$ cat config.mk
export PLATFORM = sky130hd
export DESIGN_NAME = sensor_emu_ctl_axi_mc_flat
export DESIGN_NICKNAME = d
export VERILOG_FILES = /design/src/rtl/sensor_emu_ctl_axi_mc_if.sv /design/src/rtl/sensor_emu_ctl_axi_mc.sv /design/src/flat_wrapper.sv
export SDC_FILE = /design/constraint.sdc
export NUM_CORES = 1
export LEC_CHECK = 0
export CAP_MARGIN = 10
export CORE_MARGIN = 5
export CORE_UTILIZATION = 49
export DETAILED_ROUTE_END_ITERATION = 10
export PLACE_DENSITY_LB_ADDON = 0.2
export SLEW_MARGIN = 20
export SYNTH_ARGS = -nofsm -noshare
export SYNTH_HDL_FRONTEND = slang
export SYNTH_SLANG_ARGS = --single-unit
export TNS_END_PERCENT = 100
$ cat constraint.sdc
create_clock -name clk_i -period 2.9 [get_ports clk_i]
set_input_delay 0.725 -clock clk_i [delete_from_list [all_inputs] [get_ports clk_i]]
set_output_delay 0.725 -clock clk_i [all_outputs]
set_load 0.01 [all_outputs]
$ cat src/rtl/sensor_emu_ctl_axi_mc_if.sv
// AXI4-Lite bus bundle (32-bit address and data) for the sensor emulator control block.
interface sensor_emu_ctl_axi_mc_if;
  logic [31:0] awaddr;
  logic [2:0]  awprot;
  logic        awvalid;
  logic        awready;
  logic [31:0] wdata;
  logic [3:0]  wstrb;
  logic        wvalid;
  logic        wready;
  logic [1:0]  bresp;
  logic        bvalid;
  logic        bready;
  logic [31:0] araddr;
  logic [2:0]  arprot;
  logic        arvalid;
  logic        arready;
  logic [31:0] rdata;
  logic [1:0]  rresp;
  logic        rvalid;
  logic        rready;

  modport slave (
    input  awaddr, awprot, awvalid,
    output awready,
    input  wdata, wstrb, wvalid,
    output wready,
    output bresp, bvalid,
    input  bready,
    input  araddr, arprot, arvalid,
    output arready,
    output rdata, rresp, rvalid,
    input  rready
  );

  modport master (
    output awaddr, awprot, awvalid,
    input  awready,
    output wdata, wstrb, wvalid,
    input  wready,
    input  bresp, bvalid,
    output bready,
    output araddr, arprot, arvalid,
    input  arready,
    input  rdata, rresp, rvalid,
    output rready
  );
endinterface

$ cat src/rtl/sensor_emu_ctl_axi_mc.sv
// Multi-channel sensor emulator control/status block terminating an AXI4-Lite slave directly.
// Per-channel self-timed FIFO reset sequencers with timeout; load words gated by backpressure.
module sensor_emu_ctl_axi_mc #(
  parameter int unsigned CHANNELS      = 4,
  parameter logic [31:0] MODULE_REV    = 32'h0000_0002,
  parameter int unsigned RESET_TIMEOUT = 255
) (
  input  logic                     clk_i,
  input  logic                     rst_ni,
  sensor_emu_ctl_axi_mc_if.slave   s_axi,
  output logic [CHANNELS-1:0]      fifo_reset_o,
  input  logic [CHANNELS-1:0]      reset_busy_i,
  output logic [63:0]              load_data_o,
  output logic [CHANNELS-1:0]      load_valid_o,
  input  logic [CHANNELS-1:0]      load_ready_i,
  output logic [2:0]               start_chan_o,
  output logic                     start_wstrobe_o,
  output logic                     hard_stop_wstrobe_o,
  input  logic [32*CHANNELS-1:0]   count_i,
  input  logic [2:0]               active_chan_i,
  input  logic                     running_i
);

  localparam logic [1:0]  RespOkay    = 2'b00;
  localparam logic [1:0]  RespSlvErr  = 2'b10;
  localparam logic [1:0]  RespDecErr  = 2'b11;
  localparam logic [15:0] TimeoutLast = 16'(RESET_TIMEOUT - 1);

  typedef enum logic [1:0] {StIdle, StAssert, StRelease} seq_state_e;

  // Write channel state
  logic                live_q;
  logic                aw_have_q, w_have_q;
  logic [5:0]          awword_q;
  logic [31:0]         wdata_q;
  logic [3:0]          wstrb_q;
  logic                bvalid_q;
  logic [1:0]          bresp_q;
  // Read channel state
  logic                rvalid_q;
  logic [31:0]         rdata_q;
  logic [1:0]          rresp_q;
  // Register file and strobes
  logic [31:0]         upper_q, upper_d;
  logic [63:0]         load_data_q;
  logic [CHANNELS-1:0] load_valid_q;
  logic [2:0]          start_chan_q;
  logic                start_q, stop_q;
  logic [CHANNELS-1:0] fifo_start_q;
  logic [CHANNELS-1:0] timeout_q, timeout_d;
  // Sequencers
  seq_state_e          seq_q [CHANNELS];
  seq_state_e          seq_d [CHANNELS];
  logic [15:0]         cnt_q [CHANNELS];
  logic [15:0]         cnt_d [CHANNELS];
  logic [CHANNELS-1:0] to_set;
  logic [CHANNELS-1:0] seq_busy;

  logic        aw_hs, w_hs, ar_hs, do_write;
  logic [5:0]  wr_word, wr_idx, rd_word, rd_idx;
  logic [31:0] wr_data;
  logic [3:0]  wr_strb;
  logic        wr_chan_ok, rd_chan_ok;
  logic [1:0]  wr_resp, rd_resp;
  logic [31:0] rd_data;
  logic [7:0]  load_hit8, fifo_req8, clr8, ready8;
  logic        start_hit, stop_hit;
  logic [255:0] count_pad;
  logic [31:0] status;

  assign s_axi.awready = live_q & ~aw_have_q & ~bvalid_q;
  assign s_axi.wready  = live_q & ~w_have_q & ~bvalid_q;
  assign s_axi.bvalid  = bvalid_q;
  assign s_axi.bresp   = bresp_q;
  assign s_axi.arready = live_q & ~rvalid_q;
  assign s_axi.rvalid  = rvalid_q;
  assign s_axi.rdata   = rdata_q;
  assign s_axi.rresp   = rresp_q;

  assign aw_hs = s_axi.awvalid & s_axi.awready;
  assign w_hs  = s_axi.wvalid & s_axi.wready;
  assign ar_hs = s_axi.arvalid & s_axi.arready;

  // A write executes on the edge that completes the second of the AW/W captures.
  assign do_write = (aw_have_q | aw_hs) & (w_have_q | w_hs);
  assign wr_word  = aw_have_q ? awword_q : s_axi.awaddr[7:2];
  assign wr_data  = w_have_q ? wdata_q : s_axi.wdata;
  assign wr_strb  = w_have_q ? wstrb_q : s_axi.wstrb;

  // Channel windows start at word 8 with LOAD on even and COUNT on odd words.
  assign wr_idx     = wr_word - 6'd8;
  assign wr_chan_ok = (wr_word >= 6'd8) && (wr_idx[5:1] < 5'(CHANNELS));
  assign rd_word    = s_axi.araddr[7:2];
  assign rd_idx     = rd_word - 6'd8;
  assign rd_chan_ok = (rd_word >= 6'd8) && (rd_idx[5:1] < 5'(CHANNELS));

  assign ready8    = 8'(load_ready_i);
  assign count_pad = 256'(count_i);

  always_comb begin
    wr_resp   = RespSlvErr;
    upper_d   = upper_q;
    load_hit8 = '0;
    fifo_req8 = '0;
    clr8      = '0;
    start_hit = 1'b0;
    stop_hit  = 1'b0;
    if (do_write) begin
      case (wr_word)
        6'h03: begin
          for (int b = 0; b < 4; b++) begin
            if (wr_strb[b]) upper_d[8*b +: 8] = wr_data[8*b +: 8];
          end
          wr_resp = RespOkay;
        end
        6'h04: begin
          fifo_req8 = wr_data[7:0];
          wr_resp   = RespOkay;
        end
        6'h05: begin
          start_hit = 1'b1;
          wr_resp   = RespOkay;
        end
        6'h06: begin
          stop_hit = 1'b1;
          wr_resp  = RespOkay;
        end
        6'h07: begin
          clr8    = wr_data[15:8];
          wr_resp = RespOkay;
        end
        default: begin
          if (wr_chan_ok && !wr_idx[0] && ready8[wr_idx[3:1]]) begin
            load_hit8 = 8'b1 << wr_idx[3:1];
            wr_resp   = RespOkay;
          end
        end
      endcase
    end
  end

  // Timeout set takes priority over a same-cycle clear.
  assign timeout_d = (timeout_q & ~clr8[CHANNELS-1:0]) | to_set;

  always_ff @(posedge clk_i or negedge rst_ni) begin
    if (!rst_ni) begin
      live_q       <= 1'b0;
      aw_have_q    <= 1'b0;
      w_have_q     <= 1'b0;
      awword_q     <= '0;
      wdata_q      <= '0;
      wstrb_q      <= '0;
      bvalid_q     <= 1'b0;
      bresp_q      <= RespOkay;
      upper_q      <= '0;
      load_data_q  <= '0;
      load_valid_q <= '0;
      start_chan_q <= '0;
      start_q      <= 1'b0;
      stop_q       <= 1'b0;
      fifo_start_q <= '0;
      timeout_q    <= '0;
    end else begin
      live_q <= 1'b1;
      if (bvalid_q && s_axi.bready) bvalid_q <= 1'b0;
      if (do_write) begin
        aw_have_q <= 1'b0;
        w_have_q  <= 1'b0;
        bvalid_q  <= 1'b1;
        bresp_q   <= wr_resp;
      end else begin
        if (aw_hs) begin
          aw_have_q <= 1'b1;
          awword_q  <= s_axi.awaddr[7:2];
        end
        if (w_hs) begin
          w_have_q <= 1'b1;
          wdata_q  <= s_axi.wdata;
          wstrb_q  <= s_axi.wstrb;
        end
      end
      upper_q      <= upper_d;
      load_valid_q <= load_hit8[CHANNELS-1:0];
      start_q      <= start_hit;
      stop_q       <= stop_hit;
      if (start_hit) start_chan_q <= wr_data[2:0];
      if (|load_hit8) load_data_q <= {upper_q, wr_data};
      fifo_start_q <= fifo_req8[CHANNELS-1:0];
      timeout_q    <= timeout_d;
    end
  end

  always_comb begin
    status = '0;
    for (int c = 0; c < int'(CHANNELS); c++) begin
      status[c]     = seq_busy[c];
      status[8 + c] = timeout_q[c];
    end
  end

  always_comb begin
    rd_data = '0;
    rd_resp = RespDecErr;
    case (rd_word)
      6'h00: begin
        rd_data = MODULE_REV;
        rd_resp = RespOkay;
      end
      6'h01: begin
        rd_data = status;
        rd_resp = RespOkay;
      end
      6'h02: begin
        rd_data = {running_i, 28'b0, active_chan_i};
        rd_resp = RespOkay;
      end
      6'h03: begin
        rd_data = upper_q;
        rd_resp = RespOkay;
      end
      default: begin
        if (rd_chan_ok && rd_idx[0]) begin
          rd_data = count_pad[{rd_idx[3:1], 5'b0} +: 32];
          rd_resp = RespOkay;
        end
      end
    endcase
  end

  always_ff @(posedge clk_i or negedge rst_ni) begin
    if (!rst_ni) begin
      rvalid_q <= 1'b0;
      rdata_q  <= '0;
      rresp_q  <= RespOkay;
    end else if (ar_hs) begin
      rvalid_q <= 1'b1;
      rdata_q  <= rd_data;
      rresp_q  <= rd_resp;
    end else if (rvalid_q && s_axi.rready) begin
      rvalid_q <= 1'b0;
    end
  end

  // Reset sequencers: state register, next-state logic, outputs.
  always_ff @(posedge clk_i or negedge rst_ni) begin
    if (!rst_ni) begin
      for (int c = 0; c < int'(CHANNELS); c++) begin
        seq_q[c] <= StIdle;
        cnt_q[c] <= '0;
      end
    end else begin
      for (int c = 0; c < int'(CHANNELS); c++) begin
        seq_q[c] <= seq_d[c];
        cnt_q[c] <= cnt_d[c];
      end
    end
  end

  always_comb begin
    to_set = '0;
    for (int c = 0; c < int'(CHANNELS); c++) begin
      seq_d[c] = seq_q[c];
      cnt_d[c] = cnt_q[c];
      case (seq_q[c])
        StIdle: begin
          if (fifo_start_q[c]) begin
            seq_d[c] = StAssert;
            cnt_d[c] = '0;
          end
        end
        StAssert: begin
          if (reset_busy_i[c]) begin
            seq_d[c] = StRelease;
            cnt_d[c] = '0;
          end else if (cnt_q[c] == TimeoutLast) begin
            seq_d[c]  = StIdle;
            to_set[c] = 1'b1;
          end else begin
            cnt_d[c] = cnt_q[c] + 16'd1;
          end
        end
        StRelease: begin
          if (!reset_busy_i[c]) begin
            seq_d[c] = StIdle;
          end else if (cnt_q[c] == TimeoutLast) begin
            seq_d[c]  = StIdle;
            to_set[c] = 1'b1;
          end else begin
            cnt_d[c] = cnt_q[c] + 16'd1;
          end
        end
        default: seq_d[c] = StIdle;
      endcase
    end
  end

  always_comb begin
    for (int c = 0; c < int'(CHANNELS); c++) begin
      fifo_reset_o[c] = (seq_q[c] == StAssert);
      seq_busy[c]     = (seq_q[c] != StIdle);
    end
  end

  assign load_data_o         = load_data_q;
  assign load_valid_o        = load_valid_q;
  assign start_chan_o        = start_chan_q;
  assign start_wstrobe_o     = start_q;
  assign hard_stop_wstrobe_o = stop_q;

  logic unused_ok;
  assign unused_ok = ^{s_axi.awaddr[31:8], s_axi.awaddr[1:0], s_axi.awprot,
                       s_axi.araddr[31:8], s_axi.araddr[1:0], s_axi.arprot};

endmodule
$ cat src/flat_wrapper.sv
// flat-port wrapper written by rule: the top's interface ports become plain ports
module sensor_emu_ctl_axi_mc_flat 
#(
  parameter int unsigned CHANNELS      = 4,
  parameter logic [31:0] MODULE_REV    = 32'h0000_0002,
  parameter int unsigned RESET_TIMEOUT = 255
)
  (clk_i, rst_ni, fifo_reset_o, reset_busy_i, load_data_o, load_valid_o, load_ready_i, start_chan_o, start_wstrobe_o, hard_stop_wstrobe_o, count_i, active_chan_i, running_i, s_axi_awaddr, s_axi_awprot, s_axi_awvalid, s_axi_awready, s_axi_wdata, s_axi_wstrb, s_axi_wvalid, s_axi_wready, s_axi_bresp, s_axi_bvalid, s_axi_bready, s_axi_araddr, s_axi_arprot, s_axi_arvalid, s_axi_arready, s_axi_rdata, s_axi_rresp, s_axi_rvalid, s_axi_rready);
  sensor_emu_ctl_axi_mc_if s_axi_i ();
  input  logic clk_i;
  input  logic rst_ni;
  output logic [CHANNELS-1:0] fifo_reset_o;
  input  logic [CHANNELS-1:0] reset_busy_i;
  output logic [63:0] load_data_o;
  output logic [CHANNELS-1:0] load_valid_o;
  input  logic [CHANNELS-1:0] load_ready_i;
  output logic [2:0] start_chan_o;
  output logic start_wstrobe_o;
  output logic hard_stop_wstrobe_o;
  input  logic [32*CHANNELS-1:0] count_i;
  input  logic [2:0] active_chan_i;
  input  logic running_i;
  input wire logic [$bits(s_axi_i.awaddr)-1:0] s_axi_awaddr;
  input wire logic [$bits(s_axi_i.awprot)-1:0] s_axi_awprot;
  input wire logic [$bits(s_axi_i.awvalid)-1:0] s_axi_awvalid;
  output wire logic [$bits(s_axi_i.awready)-1:0] s_axi_awready;
  input wire logic [$bits(s_axi_i.wdata)-1:0] s_axi_wdata;
  input wire logic [$bits(s_axi_i.wstrb)-1:0] s_axi_wstrb;
  input wire logic [$bits(s_axi_i.wvalid)-1:0] s_axi_wvalid;
  output wire logic [$bits(s_axi_i.wready)-1:0] s_axi_wready;
  output wire logic [$bits(s_axi_i.bresp)-1:0] s_axi_bresp;
  output wire logic [$bits(s_axi_i.bvalid)-1:0] s_axi_bvalid;
  input wire logic [$bits(s_axi_i.bready)-1:0] s_axi_bready;
  input wire logic [$bits(s_axi_i.araddr)-1:0] s_axi_araddr;
  input wire logic [$bits(s_axi_i.arprot)-1:0] s_axi_arprot;
  input wire logic [$bits(s_axi_i.arvalid)-1:0] s_axi_arvalid;
  output wire logic [$bits(s_axi_i.arready)-1:0] s_axi_arready;
  output wire logic [$bits(s_axi_i.rdata)-1:0] s_axi_rdata;
  output wire logic [$bits(s_axi_i.rresp)-1:0] s_axi_rresp;
  output wire logic [$bits(s_axi_i.rvalid)-1:0] s_axi_rvalid;
  input wire logic [$bits(s_axi_i.rready)-1:0] s_axi_rready;
  assign s_axi_i.awaddr = s_axi_awaddr;
  assign s_axi_i.awprot = s_axi_awprot;
  assign s_axi_i.awvalid = s_axi_awvalid;
  assign s_axi_awready = s_axi_i.awready;
  assign s_axi_i.wdata = s_axi_wdata;
  assign s_axi_i.wstrb = s_axi_wstrb;
  assign s_axi_i.wvalid = s_axi_wvalid;
  assign s_axi_wready = s_axi_i.wready;
  assign s_axi_bresp = s_axi_i.bresp;
  assign s_axi_bvalid = s_axi_i.bvalid;
  assign s_axi_i.bready = s_axi_bready;
  assign s_axi_i.araddr = s_axi_araddr;
  assign s_axi_i.arprot = s_axi_arprot;
  assign s_axi_i.arvalid = s_axi_arvalid;
  assign s_axi_arready = s_axi_i.arready;
  assign s_axi_rdata = s_axi_i.rdata;
  assign s_axi_rresp = s_axi_i.rresp;
  assign s_axi_rvalid = s_axi_i.rvalid;
  assign s_axi_i.rready = s_axi_rready;
  sensor_emu_ctl_axi_mc #(.CHANNELS(CHANNELS), .MODULE_REV(MODULE_REV), .RESET_TIMEOUT(RESET_TIMEOUT)) u_core (.clk_i(clk_i), .rst_ni(rst_ni), .s_axi(s_axi_i), .fifo_reset_o(fifo_reset_o), .reset_busy_i(reset_busy_i), .load_data_o(load_data_o), .load_valid_o(load_valid_o), .load_ready_i(load_ready_i), .start_chan_o(start_chan_o), .start_wstrobe_o(start_wstrobe_o), .hard_stop_wstrobe_o(hard_stop_wstrobe_o), .count_i(count_i), .active_chan_i(active_chan_i), .running_i(running_i));
endmodule
==> impl_metrics.ini, run 1 <==
[status]
outcome = finished clean

[placed_design]
dpl.hpwl_microns = 29490
port_buffers = 311
post-place-cells = 1776
pre_cts_slack_ns = -0.04053
placed_cell_area_sq_um = 17190
gp_congestion = 0.8627

[power]
power.leakage_nw = 7.943
peakVddDrop_mv = 0.4478
report.power.total_w = 0.01276
cellPowerDensity_nw_per_um2 = 697.2

[logic_synthesis]
avgSynthCellArea_sq_um = 11.82
ys_ff_latch = 266
synth_area_sq_um = 13440
synth_xor_area_share_pct = 3.129
synthCells = 1137
yosys.area.top_type_share_pct = 49.54
yosysMostFrequentCell = dfrtp_1
synth_edf_count = 0
ys_async_sr_fraction_pct = 100.0
synth_compound_area_share_pct = 7.803
synth_warnings = 0
ys_dominant_reg_cell = dfrtp_1
synthTopCellsByCount = 266 x dfrtp_1, 162 x mux2_2, 77 x nand2_1, 68 x nor2_1, 52 x o21ai_0
yosys.area_share.simple_pct = 13.41
yosysTopAreaCell = dfrtp_1
muxShareOfSynthArea_pct = 20.83
synth_fa_ha_area_share_pct = 2.421
seq_area_frac_synth_pct = 49.54
synth_nets = 1416
synth_top_family_by_area = multiplexers
synthTopCellsByArea = dfrtp_1 50%, mux2_2 14%, mux4_2 5.4%
synth_cell_types = 67

[worst_setup_path]
arrival_ns = 1.90
critPathKind = register to output pin
required_ns = 2.17
crit_path_end_kind = output pin
crit_chain = inv_1 -> ha_1 -> clkdlybuf4s50_1
slowest_delay_ns = 0.57
reg2reg_from = u_core.aw_have_q
r2r-end = u_core.upper_q[13]
worst-r2r-setup-slack_ns = 0.40
slowest_stage = clkdlybuf4s50_1
r2r_cells = 5
worst_setup_path_start_kind = register
critPathMaxFanout = 4

[routing]
viasPerCell = 5.710
dr.max_layer_used = met4
routed_wl_microns = 39180
ant_nets = 0
first_pass_iters = 6
vias = 10470
met3_length_microns = 2195
drc = 0
met2_length_microns = 20660
routedWlPerCell_microns = 21.36
drt-met1-wl_microns = 14840
drt_iter0_drc = 553

[clock_tree]
clockBufferDepth = 3
clk_latency_ns = 0.56
postCtsSetupBuffers = 0
cts_root_buffer = clkbuf_16
numCtsBuffers = 30
h-tree-depth = 1
cts_hold_buf = 0
ctsResizeCount = 0
clk_pin_slew_worst_paths_ns = 0.06
clkSinkCount = 266
cts_tree = done

[grt]
grt_pass1_vias = 10930
grt_use_total_pct = 24.67
grt_pass1_wl_microns = 59930
antenna_found_initial = 4
grt.overflow.total = 0
grt_max_degree = 77

[final_layout]
n_fill_cell = 2060
fin_cells = 1834
layout.nets = 1746
area_growth_pct = 36.20
drive_gt1_share_pct = 20.82
design_area_sq_um = 18300

[worst_hold_path]
hold_path_class = input port to asynchronous set/reset pin

[sta]
period_minus_slack_ns = 2.625
rsz0062_at_grt = no
slew_headroom_pct = 58.29
finalCritPeriodShare_pct = 90.50
worst_slew_pin_slew_ns = 0.6256
whs_ns = 0.1540
fin_ws_ns = 0.2754
skew_ns = 0.009541
fmax_mhz = 381.0
finalSetupViolCount = 0
hold_viol_final = 0
maxSlewViolCount = 0

[floorplan]
die_area_sq_um = 30830
rows = 60
start_util_pct = 49.86
fp.dieW_microns = 175.6
io-pin-count = 371
core_sq_um = 26950
fp.dieH_microns = 175.6

[job]
drv_cap = 0
[area by class of cell]
| cell class | instances | area, sq um | area share, % |
|---|---|---|---|
| sequential | 266 | 6658 | 36.38 |
| multi-input combinational | 789 | 6426 | 35.12 |
| timing repair buffer | 352 | 3578 | 19.55 |
| clock buffer | 38 | 840.8 | 4.595 |
| tap | 341 | 426.7 | 2.331 |
| clock inverter | 16 | 255.2 | 1.395 |
| inverter | 28 | 105.1 | 0.5743 |
| antenna | 4 | 10.01 | 0.05470 |
[worst max-delay path, delay by kind of cell (launching register included)]
kind | cells | cell delay, ns
fa+ha+maj | 1 | 0.25
buf+inv | 2 | 0.69
flops | 1 | 0.41
[power by group]
part	switching, W	total (W)	leakage (nW)	internal (W)
combinational	0.00177	0.00373	3.82	0.00196
sequential	0.000505	0.00488	3.59	0.00437
clock	0.00157	0.00415	0.539	0.00258
total	0.00384	0.0128	7.94	0.00892
[stage by stage]
stage | util, % | TNS [ns]
2_1_floorplan | - | 0
3_3_place_gp | 63.80 | -0.4005
3_5_place_dp | 63.80 | -1.122
4_1_cts | 67.86 | 0
5_1_grt | 67.90 | 0
6_report | 67.90 | 0
[sequential cells by signal, indices dropped and copies added (netlist names)]
signal / cells
u_core.cnt_q: 64
u_core.load_data_o: 64
u_core.s_axi.rdata: 32
u_core.upper_q: 32
u_core.wdata_q: 32
u_core.seq_q: 8
u_core.awword_q: 6
u_core.fifo_start_q: 4
u_core.load_valid_o: 4
u_core.timeout_q: 4
u_core.wstrb_q: 4
u_core.start_chan_o: 3
u_core.aw_have_q: 1
u_core.hard_stop_wstrobe_o: 1
u_core.live_q: 1
u_core.s_axi.bresp: 1
u_core.s_axi.bvalid: 1
u_core.s_axi.rresp: 1
u_core.s_axi.rvalid: 1
u_core.start_wstrobe_o: 1
u_core.w_have_q: 1
[cells by family after synthesis]
| family | after synthesis |
|---|---|
| compound gates | 157 |
| mux | 217 |
| buf+inv | 82 |
| xor+xnor | 48 |
| fa+ha+maj | 26 |
| simple gates | 339 |
| other cells | 2 |
| flops | 266 |
[layer usage]
layer | vias to the layer above | track usage [%]
met5 | - | 0
met1 | 5232 | 29.20
met4 | 0 | 9.357
met3 | 82 | 4.692
met2 | 341 | 44.54
li1 | 4818 | -
[worst max-delay path by stage]
stage                          startpoint                     end  slack [ns]  cells after the start
after floorplan           s_axi_awaddr[3]  u_core.load_data_o[30]        0.61                      7
after global placement    s_axi_awaddr[3]  u_core.load_data_o[19]       -0.02                      7
after detailed placement  s_axi_awaddr[3]  u_core.load_data_o[57]       -0.04                      7
after CTS                   u_core.live_q           s_axi_arready        0.26                      2
after global routing      u_core.seq_q[5]         fifo_reset_o[1]        0.20                      3
final                     u_core.seq_q[5]         fifo_reset_o[1]        0.28                      3
[layout by cell type (no fill, tap or decap), types with 18 or more instances in the layout]
| master | instances |
|---|---|
| inv_1 | 28 |
| mux4_2 | 32 |
| nand3_1 | 41 |
| nor3_1 | 18 |
| mux2_2 | 162 |
| mux2_1 | 19 |
| dfrtp_1 | 265 |
| ha_1 | 26 |
| nand2_1 | 76 |
| a22oi_1 | 26 |
| nor2b_1 | 22 |
| a21oi_1 | 20 |
| buf_4 | 28 |
| nor2_1 | 67 |
| xor2_1 | 25 |
| o21ai_0 | 52 |
| xnor2_1 | 23 |
| clkdlybuf4s50_1 | 308 |
| clkbuf_16 | 30 |
(Power assumes the default switching activity.)
==> inputs of run 2 (changes only) <==
--- a/config.mk
+++ b/config.mk
@@ -7,7 +7,7 @@
 export LEC_CHECK = 0
 export CAP_MARGIN = 10
 export CORE_MARGIN = 5
-export CORE_UTILIZATION = 49
+export CORE_UTILIZATION = 35
 export DETAILED_ROUTE_END_ITERATION = 10
 export PLACE_DENSITY_LB_ADDON = 0.2
 export SLEW_MARGIN = 20
==> run 2 against run 1 <==
Worst setup slack worse by 0.18 ns. Register-to-register slack worse by 0.03 ns. Largest power group unchanged. Largest cell class unchanged. Sequential share of layout area down 0.45 points. Critical path depth down 1. Clock skew about the same. Count of clock-buffer cells in the layout up 8. Cell count up 9.8%. Fmax down 6.4%. Clock power down 4%. Sequential power about the same.
==> impl_metrics.ini, run 2 (same netlist as run 1, synthesis figures left out) <==
[status]
outcome = finished clean

[routing]
routed_wl_microns = 41280
first_pass_iters = 4
drc = 0
drt_iter0_drc = 502
ant_nets = 0
routedWlPerCell_microns = 20.50
vias = 10320
viasPerCell = 5.122

[sta]
slew_headroom_pct = 57.35
fmax_mhz = 356.7
finalSetupViolCount = 0
fin_setup_tns_ns = 0
skew_ns = 0.009880
finalCritPeriodShare_pct = 96.67
worst_slew_pin_slew_ns = 0.6363
hold_viol_final = 0
rsz0062_at_grt = no
maxSlewViolCount = 0
period_minus_slack_ns = 2.803

[clock_tree]
cts_tree = done
numCtsBuffers = 31
clk_latency_ns = 0.56
h-tree-depth = 1
clockBufferDepth = 3
clk_pin_slew_worst_paths_ns = 0.06
clkSinkCount = 266
cts_root_buffer = clkbuf_16
ctsResizeCount = 0
postCtsSetupBuffers = 0
cts_hold_buf = 0

[grt]
grt_max_degree = 59
grt_use_total_pct = 19.12
grt_pass1_wl_microns = 63020
grt_pass1_vias = 10760
antenna_found_initial = 1
grt.overflow.total = 0

[placed_design]
gp_congestion = 0.8201
dpl.hpwl_microns = 31400
port_buffers = 311

[worst_setup_path]
required_ns = 2.17
reg2reg_from = u_core.aw_have_q
startpoint = u_core.live_q
worst_setup_path_start_kind = register
crit_path_end_kind = output pin
critPathKind = register to output pin
arrival_ns = 2.08
critPathMaxFanout = 4

[final_layout]
n_fill_cell = 3463
layout.nets = 1758
utilization_pct = 49.07
area_growth_pct = 37.89
final_cell_mix = 308 x clkdlybuf4s50_1, 265 x dfrtp_1, 162 x mux2_2
drive_gt1_share_pct = 21.37
final_common_cell = clkdlybuf4s50_1

[power]
cellPowerDensity_nw_per_um2 = 679.4
power.leakage_nw = 7.973
peakVddDrop_mv = 0.4264

[floorplan]
core_sq_um = 37760
fp.dieH_microns = 205.9
start_util_pct = 35.59
rows = 71
fp.dieW_microns = 205.9
io-pin-count = 371
die_area_sq_um = 42410

[worst_hold_path]
hold_path_class = input port to asynchronous set/reset pin

[job]
drv_cap = 0
[run 2: changes by cell type in the layout (fill, tap and decap cells not counted)]
cell	delta
buf_12	-1
clkbuf_16	+1
inv_6	+1
clkbuf_8	+5
clkinv_2	+1
buf_4	+12
diode_2	-3
clkinv_4	-3
clkbuf_1	+2
bufinv_16	-4
clkinv_8	-1
[run 2: metrics by stage]
stage | total power (W) | setup WS [ns] | std cells | hold WS [ns] | cell area, sq um
floorplan | 0.007000 | 0.6120 | 1137 | 0.4294 | 13440
global placement | 0.008625 | -0.01871 | 1957 | 0.4620 | 17480
detailed placement | 0.008709 | -0.03116 | 1957 | 0.4702 | 17480
CTS | 0.01274 | 0.06562 | 2013 | 0.09511 | 18530
global route | 0.01329 | 0.01658 | 2014 | 0.1112 | 18530
finish | 0.01259 | 0.09657 | 2014 | 0.1064 | 18530
[run 2: worst max-delay path, stage by stage, from the launching register on]
cell and delay (ns):
dfrtp_1 0.40, nor2b_1 0.47, clkdlybuf4s50_1 0.65
[run 2: path summary, 6_finish.rpt]
| kind | slack (ns) | cells after the start | end |
|---|---|---|---|
| min in group clk_i | 0.48 | 2 | u_core.s_axi.rdata[30] |
| max in group asynchronous | 2.06 | 2 | u_core.cnt_q[57] |
| hold reg to reg | 0.48 | 2 | u_core.s_axi.rdata[30] |
| hold / removal | 0.11 | 1 | u_core.load_valid_o[0] |
| setup / recovery | 0.1 | 2 | s_axi_arready |
| setup reg to reg | 0.37 | 6 | u_core.upper_q[9] |
[run 2: cell type report]
class	instances	area, sq um	area share [%]
clock buffers	46	942.2	5.085
inverters	28	105.1	0.5673
clock inverters	10	106.4	0.5740
repair buffers	363	3649	19.69
flip-flops and latches	266	6658	35.93
diodes	1	2.502	0.01351
multi-input cells	789	6426	34.68
well taps	511	639.4	3.451
[run 2: where the power goes]
part / leakage, nW / switching, W / internal [W]
clock: 0.522 / 0.00157 / 0.00240
sequential: 3.59 / 0.000515 / 0.00437
combinational: 3.86 / 0.00177 / 0.00195
total: 7.97 / 0.00386 / 0.00873
[run 2: per-layer routing]
metal  vias to the layer above  track usage (%)  wire [microns]
li1                       4834                -               -
met1                      5147            24.21           17090
met2                       308            33.46           20730
met3                        26            5.147            2917
met4                         0            3.113             544
met5                         -                0               0
==> inputs of run 3 (changes only) <==
--- a/config.mk
+++ b/config.mk
@@ -10,6 +10,8 @@
 export CORE_UTILIZATION = 35
 export DETAILED_ROUTE_END_ITERATION = 10
 export PLACE_DENSITY_LB_ADDON = 0.2
+export RECOVER_POWER = 25
+export SETUP_SLACK_MARGIN = 0.15
 export SLEW_MARGIN = 20
 export SYNTH_ARGS = -nofsm -noshare
 export SYNTH_HDL_FRONTEND = slang
==> run 3 against run 2 <==
The flow now finishes with violations (max-capacitance violations). Count of clock-buffer cells in the layout stayed put. First-iteration DRC count decreased by 9.2%. Utilization fell by 0.14 points. Non-clock buffer count is the same. Via count up 0.45%. Die area unchanged. Critical path type unchanged. Largest cell class unchanged.
==> impl_metrics.ini, run 3 (same netlist as run 1, synthesis figures left out) <==
[final_layout]
final_cell_mix = 308 x clkdlybuf4s50_1, 265 x dfrtp_1, 162 x mux2_2
final_common_cell = clkdlybuf4s50_1
layout.nets = 1758
drive_gt1_share_pct = 21.37
area_growth_pct = 37.51

[clock_tree]
clockBufferDepth = 3
cts_root_buffer = clkbuf_16
cts_tree = done
h-tree-depth = 1
postCtsSetupBuffers = 0
cts_hold_buf = 0
clk_pin_slew_worst_paths_ns = 0.06
numCtsBuffers = 31
clkSinkCount = 266
clk_latency_ns = 0.56

[sta]
period_minus_slack_ns = 2.663
maxSlewViolCount = 0
hold_viol_final = 0
rsz0062_at_grt = no
skew_ns = 0.01139
finalSetupViolCount = 0
finalCritPeriodShare_pct = 91.83
fin_setup_tns_ns = 0
worst_slew_pin_slew_ns = 1.499
fin_ws_ns = 0.2369
slew_headroom_pct = 0.08541
fmax_mhz = 375.5

[worst_setup_path]
worst_setup_path_start_kind = register
crit_chain = inv_1 -> ha_1 -> clkdlybuf4s50_1
slowest_delay_ns = 0.58
critPathMaxFanout = 4
critPathKind = register to output pin
crit_path_end_kind = output pin
slowest_stage = clkdlybuf4s50_1
critPathTopFamily = buffers and inverters
crit_buf_inv = 2
required_ns = 2.17
arrival_ns = 1.94

[power]
peakVddDrop_mv = 0.4270
switching_share_pct = 30.65
p_int_w = 0.008724
p_sw_w = 0.003856
cellPowerDensity_nw_per_um2 = 680.8
clkPwrFrac_pct = 31.6
power_frac_seq_pct = 38.9
power.leakage_nw = 7.952
p_comb_share_pct = 29.6

[routing]
routedWlPerCell_microns = 20.49
drc = 0
ant_nets = 0
routed_wl_microns = 41260
vias = 10360
first_pass_iters = 7
viasPerCell = 5.144
drt_iter0_drc = 456

[placed_design]
dpl.hpwl_microns = 31400
gp_congestion = 0.8201
port_buffers = 311
pre_cts_slack_ns = -0.03116

[floorplan]
die_area_sq_um = 42410
fp.dieH_microns = 205.9
fp.dieW_microns = 205.9
io-pin-count = 371
core_sq_um = 37760
start_util_pct = 35.59
rows = 71

[grt]
grt_use_total_pct = 19.12
antenna_found_initial = 1
grt_pass1_wl_microns = 63020
grt_pass1_vias = 10760
grt.overflow.total = 0
grt_max_degree = 59

[status]
violations = max-capacitance violations
outcome = finished, violations left

[worst_hold_path]
hold_path_class = register to register

[job]
drv_cap = 1
## run 3: power by group through the flow
stage          registers, W  clock network (W)  logic [W]
2_1_floorplan       0.00483                  0    0.00217
3_3_place_gp        0.00492                  0    0.00370
3_5_place_dp        0.00495                  0    0.00376
4_1_cts             0.00489            0.00408    0.00378
5_1_grt             0.00497            0.00423    0.00408
6_report            0.00489            0.00397    0.00372
## run 3: path summary, 6_finish.rpt
path                            slack (ns)  cells past startpoint                     end             startpoint
worst max-delay path                  0.24                      3         fifo_reset_o[1]        u_core.seq_q[5]
worst min-delay path                  0.48                      2   u_core.s_axi.rdata[7]  u_core.s_axi.rdata[7]
worst max register to register        0.38                      9  u_core.load_data_o[59]       u_core.aw_have_q
worst min register to register        0.48                      2   u_core.s_axi.rdata[7]  u_core.s_axi.rdata[7]
max in group asynchronous             0.68                      2        u_core.cnt_q[41]                 rst_ni
min in group asynchronous             0.53                      1  u_core.load_valid_o[3]                 rst_ni
## run 3: metrics by stage
stage          total power (W)  cells  cell area, sq um  util [%]  hold slack, ns
2_1_floorplan         0.007000   1137             13440         -          0.4294
3_3_place_gp          0.008625   1957             17480     46.29          0.4620
3_5_place_dp          0.008709   1957             17480     46.29          0.4702
4_1_cts                0.01274   2013             18530     49.07         0.09511
5_1_grt                0.01328   2014             18480     48.94          0.5080
6_report               0.01258   2014             18480     48.94          0.4819
## run 3: final cells by class
cell class                      count  area, sq um
Multi-Input combinational cell    789         6429
Antenna cell                        1        2.502
Clock inverter                     10        106.4
Tap cell                          511        639.4
Clock buffer                       46        942.2
Sequential cell                   266         6658
Timing Repair Buffer              363         3595
Fill cell                        3471        19280
Inverter                           28        105.1
## run 3: tightest hold or removal path, stage by stage (launching register included)
cell and delay, ns:
dfrtp_1 0.34, nand2_1 0.04, o21ai_0 0.06
## run 3: what timing repair did
item                                    4_1_cts  5_1_grt
gates resized for setup                       1        0
endpoints found under the setup margin        1        0
endpoints found under the hold margin         0        0
## run 3: layer usage
layer / track usage [%] / share of wire [%] / routed length (microns) / vias to the layer above
met5: 0 / 0 / 0 / -
met1: 24.20 / 41 / 17030 / 5179
met3: 5.147 / 7.1 / 2917 / 28
met4: 3.113 / 1.3 / 548 / 0
li1: - / - / - / 4839
met2: 33.47 / 50 / 20770 / 315
